[config.mk]
export PLATFORM = sky130hd
export DESIGN_NAME = branch_predictor_btb
export DESIGN_NICKNAME = d
export VERILOG_FILES = /design/src/rtl/branch_predictor_btb_pkg.sv /design/src/rtl/branch_predictor_btb_sat_counter_table.sv /design/src/rtl/branch_predictor_btb.sv
export SDC_FILE = /design/constraint.sdc
export NUM_CORES = 2
export LEC_CHECK = 0
export CAP_MARGIN = 20
export CORE_ASPECT_RATIO = 0.8
export CORE_MARGIN = 2
export CORE_UTILIZATION = 65
export DETAILED_ROUTE_END_ITERATION = 8
export GPL_TIMING_DRIVEN = 1
export MAX_ROUTING_LAYER = met4
export PLACE_DENSITY = 0.79
export SLEW_MARGIN = 5
export SYNTH_ARGS = -nofsm -noshare
export SYNTH_HDL_FRONTEND = slang
export SYNTH_SLANG_ARGS = --single-unit
[constraint.sdc]
create_clock -name clk -period 19 [get_ports clk]
set_input_delay 4.75 -clock clk [delete_from_list [all_inputs] [get_ports clk]]
set_output_delay 4.75 -clock clk [all_outputs]
set_load 0.05 [all_outputs]
[src/rtl/branch_predictor_btb_pkg.sv]
// Shared constants and helpers for the BTB-equipped branch predictor.
package branch_predictor_btb_pkg;

  localparam int PRED_MODE_BIMODAL = 0;
  localparam int PRED_MODE_GSHARE  = 1;

  // Widest saturating counter the helper handles; callers zero-extend into it.
  localparam int SAT_CNT_MAX_W = 8;

  // Saturating step: count up on taken, down on not-taken, clamp at cnt_max and 0.
  function automatic logic [SAT_CNT_MAX_W-1:0] sat_cnt_next(
    input logic [SAT_CNT_MAX_W-1:0] cnt,
    input logic [SAT_CNT_MAX_W-1:0] cnt_max,
    input logic                     taken
  );
    if (taken) begin
      return (cnt == cnt_max) ? cnt : cnt + SAT_CNT_MAX_W'(1);
    end
    return (cnt == '0) ? cnt : cnt - SAT_CNT_MAX_W'(1);
  endfunction

endpackage

[src/rtl/branch_predictor_btb_sat_counter_table.sv]
// Pattern history table: array of saturating counters, combinational read,
// one registered saturating update per cycle.
module sat_counter_table
  import branch_predictor_btb_pkg::*;
#(
  parameter int IDX_W = 8,
  parameter int CNT_W = 2
) (
  input  logic             clk,
  input  logic             reset_n,
  input  logic [IDX_W-1:0] rd_idx_i,
  output logic [CNT_W-1:0] rd_cnt_o,
  input  logic             wr_en_i,
  input  logic [IDX_W-1:0] wr_idx_i,
  input  logic             wr_taken_i
);

  localparam int               DEPTH    = 1 << IDX_W;
  localparam logic [CNT_W-1:0] CNT_MAX  = '1;
  // Weakly not-taken: one below the midpoint.
  localparam logic [CNT_W-1:0] CNT_INIT = CNT_W'((1 << (CNT_W - 1)) - 1);

  logic [CNT_W-1:0]         tbl_q [DEPTH];
  logic [SAT_CNT_MAX_W-1:0] wr_next_ext;
  logic [CNT_W-1:0]         wr_cnt_d;
  logic                     unused_cnt_hi;

  assign rd_cnt_o = tbl_q[rd_idx_i];

  // Next value of the counter being trained.
  always_comb begin
    wr_next_ext = sat_cnt_next(SAT_CNT_MAX_W'(tbl_q[wr_idx_i]),
                               SAT_CNT_MAX_W'(CNT_MAX), wr_taken_i);
    wr_cnt_d    = wr_next_ext[CNT_W-1:0];
  end

  assign unused_cnt_hi = ^wr_next_ext;

  // Counter storage; reset loads every entry with the weakly not-taken value.
  always_ff @(posedge clk or negedge reset_n) begin
    if (!reset_n) begin
      for (int i = 0; i < DEPTH; i++) tbl_q[i] <= CNT_INIT;
    end else if (wr_en_i) begin
      tbl_q[wr_idx_i] <= wr_cnt_d;
    end
  end

endmodule

[src/rtl/branch_predictor_btb.sv]
// Fetch-side branch predictor: direct-mapped BTB plus bimodal/gshare PHT.
// Lookup is combinational off fetch_pc; training from execute uses the GHR
// checkpoint carried with the instruction so it hits the entry used at fetch.
module branch_predictor_btb
  import branch_predictor_btb_pkg::*;
#(
  parameter int PC_W        = 32,
  parameter int GHR_W       = 8,
  parameter int BTB_ENTRIES = 16,
  parameter int CNT_W       = 2,
  parameter int MODE        = 1
) (
  input  logic             clk,
  input  logic             reset_n,
  input  logic [PC_W-1:0]  fetch_pc,
  output logic             pred_hit,
  output logic             pred_taken,
  output logic [PC_W-1:0]  pred_target,
  output logic [GHR_W-1:0] pred_ghr,
  input  logic             update_valid,
  input  logic [PC_W-1:0]  update_pc,
  input  logic             update_is_cond,
  input  logic             update_taken,
  input  logic [PC_W-1:0]  update_target,
  input  logic [GHR_W-1:0] update_ghr,
  output logic [GHR_W-1:0] ghr_out
);

  localparam int BI    = $clog2(BTB_ENTRIES);
  localparam int TAG_W = PC_W - BI - 1;

  // Entry layout depends on instance widths, so it is declared here.
  typedef struct packed {
    logic             valid;
    logic [TAG_W-1:0] tag;
    logic [PC_W-1:0]  target;
    logic             is_uncond;
  } btb_entry_t;

  btb_entry_t       btb_q [BTB_ENTRIES];
  btb_entry_t       fetch_entry;
  btb_entry_t       btb_wr_entry;
  logic             btb_wr_en;
  logic [BI-1:0]    fetch_idx, upd_idx;
  logic [TAG_W-1:0] fetch_tag, upd_tag;

  logic [GHR_W-1:0] ghr_q, ghr_d;
  logic [GHR_W-1:0] pht_rd_idx, pht_wr_idx;
  logic [CNT_W-1:0] pht_rd_cnt;
  logic             pht_wr_en;
  logic             unused_pc_lsb;

  function automatic logic [GHR_W-1:0] pht_index(input logic [PC_W-1:0]  pc,
                                                 input logic [GHR_W-1:0] ghr);
    if (MODE == PRED_MODE_GSHARE) return pc[GHR_W:1] ^ ghr;
    return pc[GHR_W:1];
  endfunction

  // Bit 0 never selects anything: with compressed instructions PCs are 2-byte aligned.
  assign fetch_idx     = fetch_pc[BI:1];
  assign fetch_tag     = fetch_pc[PC_W-1:BI+1];
  assign upd_idx       = update_pc[BI:1];
  assign upd_tag       = update_pc[PC_W-1:BI+1];
  assign unused_pc_lsb = fetch_pc[0] ^ update_pc[0];

  assign fetch_entry = btb_q[fetch_idx];
  assign pht_rd_idx  = pht_index(fetch_pc, ghr_q);

  // Lookup reads current state only, so a same-cycle update is seen next cycle.
  always_comb begin
    pred_hit    = fetch_entry.valid && (fetch_entry.tag == fetch_tag);
    pred_taken  = pred_hit && (fetch_entry.is_uncond || pht_rd_cnt[CNT_W-1]);
    pred_target = pred_hit ? fetch_entry.target : '0;
  end

  assign pred_ghr = ghr_q;
  assign ghr_out  = ghr_q;

  // Training decode: PHT/GHR for conditionals, BTB allocate on any taken transfer.
  always_comb begin
    pht_wr_en    = update_valid && update_is_cond;
    pht_wr_idx   = pht_index(update_pc, update_ghr);
    // Rebuilt from the checkpoint, so a wrong-path history never survives.
    ghr_d        = pht_wr_en ? GHR_W'({update_ghr, update_taken}) : ghr_q;
    btb_wr_en    = update_valid && update_taken;
    btb_wr_entry = '{valid: 1'b1, tag: upd_tag, target: update_target,
                     is_uncond: !update_is_cond};
  end

  // Committed global history.
  always_ff @(posedge clk or negedge reset_n) begin
    if (!reset_n) ghr_q <= '0;
    else          ghr_q <= ghr_d;
  end

  // BTB storage; a taken transfer replaces whatever occupies its slot.
  always_ff @(posedge clk or negedge reset_n) begin
    if (!reset_n) begin
      for (int i = 0; i < BTB_ENTRIES; i++) btb_q[i] <= '0;
    end else if (btb_wr_en) begin
      btb_q[upd_idx] <= btb_wr_entry;
    end
  end

  sat_counter_table #(
    .IDX_W (GHR_W),
    .CNT_W (CNT_W)
  ) u_pht (
    .clk        (clk),
    .reset_n    (reset_n),
    .rd_idx_i   (pht_rd_idx),
    .rd_cnt_o   (pht_rd_cnt),
    .wr_en_i    (pht_wr_en),
    .wr_idx_i   (pht_wr_idx),
    .wr_taken_i (update_taken)
  );

endmodule
; ---- After elaboration in Yosys (flattened, before gate mapping)
; Cells that the tools add are included.
[totals]
latchBits = 0
ram_bits = 0
memories = 0
in_bits = 109
mem_bits_ro = 0
ff_bits = 1496
wordCells = 367
output_inout_bits = 50
[classes]
shifts = 0
addsub = 2
n_eq_ne = 2
muxes = 21
n_div = 0
n_bitwise = 6
n_reduce_logical = 9
magnitude_cmp = 6
multipliers = 0
[op_table]
columns = op, count
row1 = bitwise mux 976 bit, 1
row2 = bitwise mux 512 bit, 1
row3 = binary-select mux 61 bit (select 4 bit), 1
row4 = demux 61 bit (select 4 bit), 1
row5 = two-way mux 61 bit, 3
row6 = binary-select mux 2 bit (select 8 bit), 2
row7 = two-way mux 32 bit, 1
row8 = == test 27 bit, 1
row9 = ">= comparator 9 bit, second input constant", 2
row10 = two-way mux 2 bit, 9
row11 = NOT 8 -> 9 bit, 2
row12 = demux 2 bit (select 8 bit), 1
row13 = XOR 8 bit, 2
row14 = ">= comparator 5 bit, second input constant", 2
row15 = NOT 4 -> 5 bit, 2
row16 = "less-than comparator 9 x 1 -> 1 bit, second input constant", 1
row17 = logical AND 1 bit, 6
row18 = "less-than comparator 5 x 1 -> 1 bit, second input constant", 1
row19 = "adder 2 x 1 -> 2 bit, second input constant", 1
row20 = "== test 2 bit, second input constant", 1
row21 = logical NOT 2 bit, 1
row22 = "subtractor 2 x 1 -> 2 bit, second input constant", 1
row23 = logical NOT 1 bit, 1
row24 = logical OR 1 bit, 1
row25 = two-way mux 1 bit, 1

; ---- Longest topological paths before layout
[depth]
depth_word = 10
ltp_mapped = 14
mapped_depth_nobuf = 8

; ---- Modules after synthesis
; A second synthesis with hierarchy kept.
[hier_totals]
hier_cells = 5637
area_unflattened_um2 = 74754.2
[modules_own_cells]
columns = mod, instances, cells_per_inst, area_each_um2, seq_area_each_um2
row1 = branch_predictor_btb, 1, 3080, 45426.1, 24623.6
row2 = sat_counter_table, 1, 2557, 29328.1, 13132.6

; ---- Worst setup path after synthesis
; No wires, ideal clock.
[synth_path]
path_type = input -> output
startpoint = input port fetch_pc[1]
endpoint = output port pred_taken
cell_stages = 10
path_buffers = 3
required_time_ps = 14250
setup_slack_ps = 5543
arrival_ps = 8707
cell_sequence = clkbuf_1 > buf_2 > buf_1 > mux4_2 > mux4_2 > xnor2_1 > nand4_1 > nor3_1 > nand2_1 > nor3_1
[synth_between]
elab_chain_cells = 7
word_cells_on_any_way = 13
classes_between = 1 x eq/ne / 6 x mux / 3 x bitwise / 3 x reduce/logical
[synth_rtl]
columns = item, line
row1 = start: declaration, branch_predictor_btb.sv:15  ; input logic [PC_W-1:0] fetch_pc,
row2 = XOR 8 bit or NOT 4 -> 5 bit (tied branches), "branch_predictor_btb.sv:55, branch_predictor_btb.sv:66"
row3 = NOT 8 -> 9 bit (implied by the code) or binary-select mux 61 bit (select 4 bit) (tied branches), "branch_predictor_btb_sat_counter_table.sv:28, branch_predictor_btb.sv:66"
row4 = binary-select mux 2 bit (select 8 bit) or two-way mux 61 bit (tied branches), "branch_predictor_btb_sat_counter_table.sv:28, branch_predictor_btb.sv:66"
row5 = two-way mux 2 bit (implied by the code) or two-way mux 61 bit (tied branches), "branch_predictor_btb_sat_counter_table.sv:28, branch_predictor_btb.sv:66"
row6 = two-way mux 2 bit (implied by the code) or == test 27 bit (tied branches), "branch_predictor_btb_sat_counter_table.sv:28, branch_predictor_btb.sv:71"
row7 = logical OR 1 bit or logical AND 1 bit (tied branches), "branch_predictor_btb.sv:72, branch_predictor_btb.sv:71"
row8 = logical AND 1 bit (*), branch_predictor_btb.sv:72  ; pred_taken = pred_hit && (fetch_entry.is_uncond || pht_rd_cnt[CNT_W-1]);
row9 = end: declaration, branch_predictor_btb.sv:17  ; output logic pred_taken,
; Mark *: on every way between the ends. The rest lies on a longest branch, timed or not. The select of a mux whose other input is x is not followed.

; ---- Worst setup path in the final report
; Ends and elaborated chain as after synthesis.

==> results_dict.tcl <==
set metrics [dict create \
    port-buffer-count 156 \
    relSlewSlack_pct 19.8 \
    hold_class "reg -> reg" \
    dieArea_mm2 0.114 \
    cts_htree_levels 4 \
    synth_area_mm2 0.0722 \
    min_to "u_pht.tbl_q[24]$_DFFE_PN1P_" \
    antenna_found_initial 14 \
    rrSetupSlack_ps 13690 \
    nFillCells 6895 \
    drt-total-wl_um 199000 \
    holdPathStages 2 \
    period_needed_ps 15220 \
    synthArstFlopShare_pct 100 \
    setup_viol 0 \
    avgSynthCellArea_um2 13.4 \
    yosysMostFrequentCell "dfrtp_1" \
    drt_iter0_drc 6298 \
    core_mm2 0.110 \
    tritoncts "yes" \
    rows 109 \
    cts_sinks 1496 \
    yosys.area.top_type "dfrtp_1" \
    synth_seq_cells 1496 \
    tightest_slew_ps 1190 \
    fin_crit_sh_pct 80.1 \
    cts_resized 0 \
    vdd_drop_max_v 0.000115 \
    cts_setup_buffers 0 \
    drive_above_1_share_pct 38.1 \
    avgRoutedWirePerCell_um 29.2 \
    vias_per_cell 7.19 \
    yosys.area.top_type_share_pct 43.0 \
    p_comb_share_pct 17.1 \
    crit_path_end_kind "output port" \
    cts_buffers 145 \
    die_w_um 377 \
    first_pass_iters 6 \
    yosysWarnings 0 \
    clock-root-buffer "clkbuf_16" \
    p_leak_uw 0.0328 \
    r2r_cells 9 \
    holdBufCountCts 0 \
    hold_viol_final 0 \
    yosysSeqAreaShare_pct 52.3 \
    grt_pass1_vias 49000 \
    synth_ff_type "dfrtp_1" \
    hp-start "u_pht.tbl_q[24]$_DFFE_PN1P_" \
    cp_max_fo 91 \
    finalWeightedCongestion 0.898 \
    synth-edff-count 0 \
    grt_first_pass_wirelength_um 305000 \
    crit_start "fetch_pc[1]" \
    synthCells 5380 \
    ios 159 \
    syn_to_final_growth_pct 10.2 \
    internal-power_uw 6110 \
    fin_worst_skew_ps 26.6 \
    grt_max_degree 257 \
    critPathLaunchType "input pin" \
    critPathRequiredTime_ps 14250 \
    finalMaxSlewViolations 0 \
    clockPowerShare_pct 35.4 \
    clk_path_buf_depth 3 \
    dp_hpwl_um 112000 \
    p_seq_share_pct 47.5 \
    synthTopCellsByCount "dfrtp_1, mux2_2, nand2_1" \
    path_clk_slew_ps 60 \
    drcViolationCount 0 \
    crit-reg2reg-launch "u_pht.tbl_q[503]$_DFFE_PN0P_" \
    fmax_mhz 65.7 \
    syn-num-nets 5489 \
    initial_core_util_pct 65.4 \
    setup_tns_ps 0 \
    rsz0062_at_grt "false" \
    synth_cell_types 40 \
    p_sw_share_pct 26.7 \
    stdcell_area_mm2 0.0796 \
    status "finished, final reports clean" \
    arrival_ps 10470 \
    r2r-end "u_pht.tbl_q[188]$_DFFE_PN1P_" \
    power_density_mw_per_mm2 105 \
    final_nets 5349 \
    grt.total_usage_pct 36.7 \
    power_switching_uw 2220 \
    cap_violations 0 \
    clock_latency_ps 800 \
    synth_area_leaders "dfrtp_1, mux4_2, mux2_2, dfstp_2, nand2_1" \
    num_vias 49000 \
    whs_ps 466 \
    grt-ovfl-total 0 \
    antenna_left 0 \
    dpl_cell_area_mm2 0.0746 \
    critPathKind "in -> out" \
    die_y_um 302 \
]
[cell type report]
type                            count  area [um2]  share of cell area [%]
Sequential cell                  1496       37800                    47.5
Multi-Input combinational cell   3315       32500                    40.8
Clock buffer                      223        4340                    5.45
Timing Repair Buffer              274        2650                    3.33
Tap cell                         1443        1810                    2.27
Clock inverter                     37         469                   0.590
Antenna cell                       15        37.5                  0.0472
Inverter                            8        30.0                  0.0377
[metal layers]
layer | routed length, um | vias to the layer above | GRT usage (%) | part of all wire (%)
met1 | 80100 | 25700 | 52.1 | 40
met2 | 89600 | 2687 | 51.7 | 45
met4 | 5500 | 0 | 11.2 | 2.8
li1 | - | 20200 | - | -
met3 | 23700 | 446 | 11.0 | 12
met5 | 0 | - | - | 0
[cells by family (layout without fill, tap and decap cells)]
| family | Yosys count | count (layout) | share of synthesized area, % |
|---|---|---|---|
| buf+inv | 569 | 542 | 3.23 |
| compound gates | 938 | 938 | 9.03 |
| other cells | 0 | 15 | 0 |
| flops | 1496 | 1496 | 52.3 |
| xor+xnor | 51 | 51 | 0.629 |
| mux | 1466 | 1466 | 30.0 |
| simple gates | 860 | 860 | 4.76 |
[through the flow]
stage                     power (uW)  utilization [%]  setup WS (ps)  instances
after global routing            8630             72.1           3650       6810
after global placement          5310             67.6           3910       6530
after detailed placement        5400             67.6           3780       6530
final                           8330             72.1           3780       6811
after floorplan                 4950                -           5540       5380
after CTS                       8320             72.0           3780       6790
[worst max-delay path, stage by stage]
cell and delay, ps:
buf_8 570, buf_12 670, mux4_2 590, mux4_2 490
xnor2_1 320, nand4_1 290, nor4_2 270, buf_4 460
nand2_1 190, nor3_1 720, clkdlybuf4s50_1 950
[power by group through the flow]
| stage | Clock (uW) | Sequential, uW | Combinational (uW) |
|---|---|---|---|
| 2_1_floorplan | 0 | 3900 | 1040 |
| 3_3_place_gp | 0 | 3960 | 1360 |
| 5_1_grt | 3100 | 4010 | 1520 |
| 3_5_place_dp | 0 | 3990 | 1400 |
| 6_report | 2950 | 3950 | 1430 |
| 4_1_cts | 2960 | 3950 | 1410 |
[registers in the layout (all words and copies together), names as in the netlist]
name,cells
u_pht.tbl_q,512
btb_q,976
ghr_out,8
[layout by cell type, fill, tap and decap left out, types with 139 or more instances in the layout]
cell type | synthesis | final
clkdlybuf4s50_1 | 0 | 151
mux2_2 | 895 | 895
a41oi_1 | 212 | 212
dfstp_2 | 256 | 256
nand2_1 | 580 | 579
a21oi_1 | 197 | 196
mux4_2 | 470 | 470
o31ai_1 | 140 | 139
clkbuf_16 | 0 | 149
dfrtp_1 | 1240 | 1240
nor2_1 | 187 | 144
[how the worst max path moves through the flow]
stage                       endpoint  slack [ps]  cells past startpoint
final                     pred_taken        3780                     11
after global routing      pred_taken        3650                     11
after CTS                 pred_taken        3780                     11
after detailed placement  pred_taken        3780                     11
after global placement    pred_taken        3910                     11
after floorplan           pred_taken        5540                     10
Power figures use the tool's default switching activity.
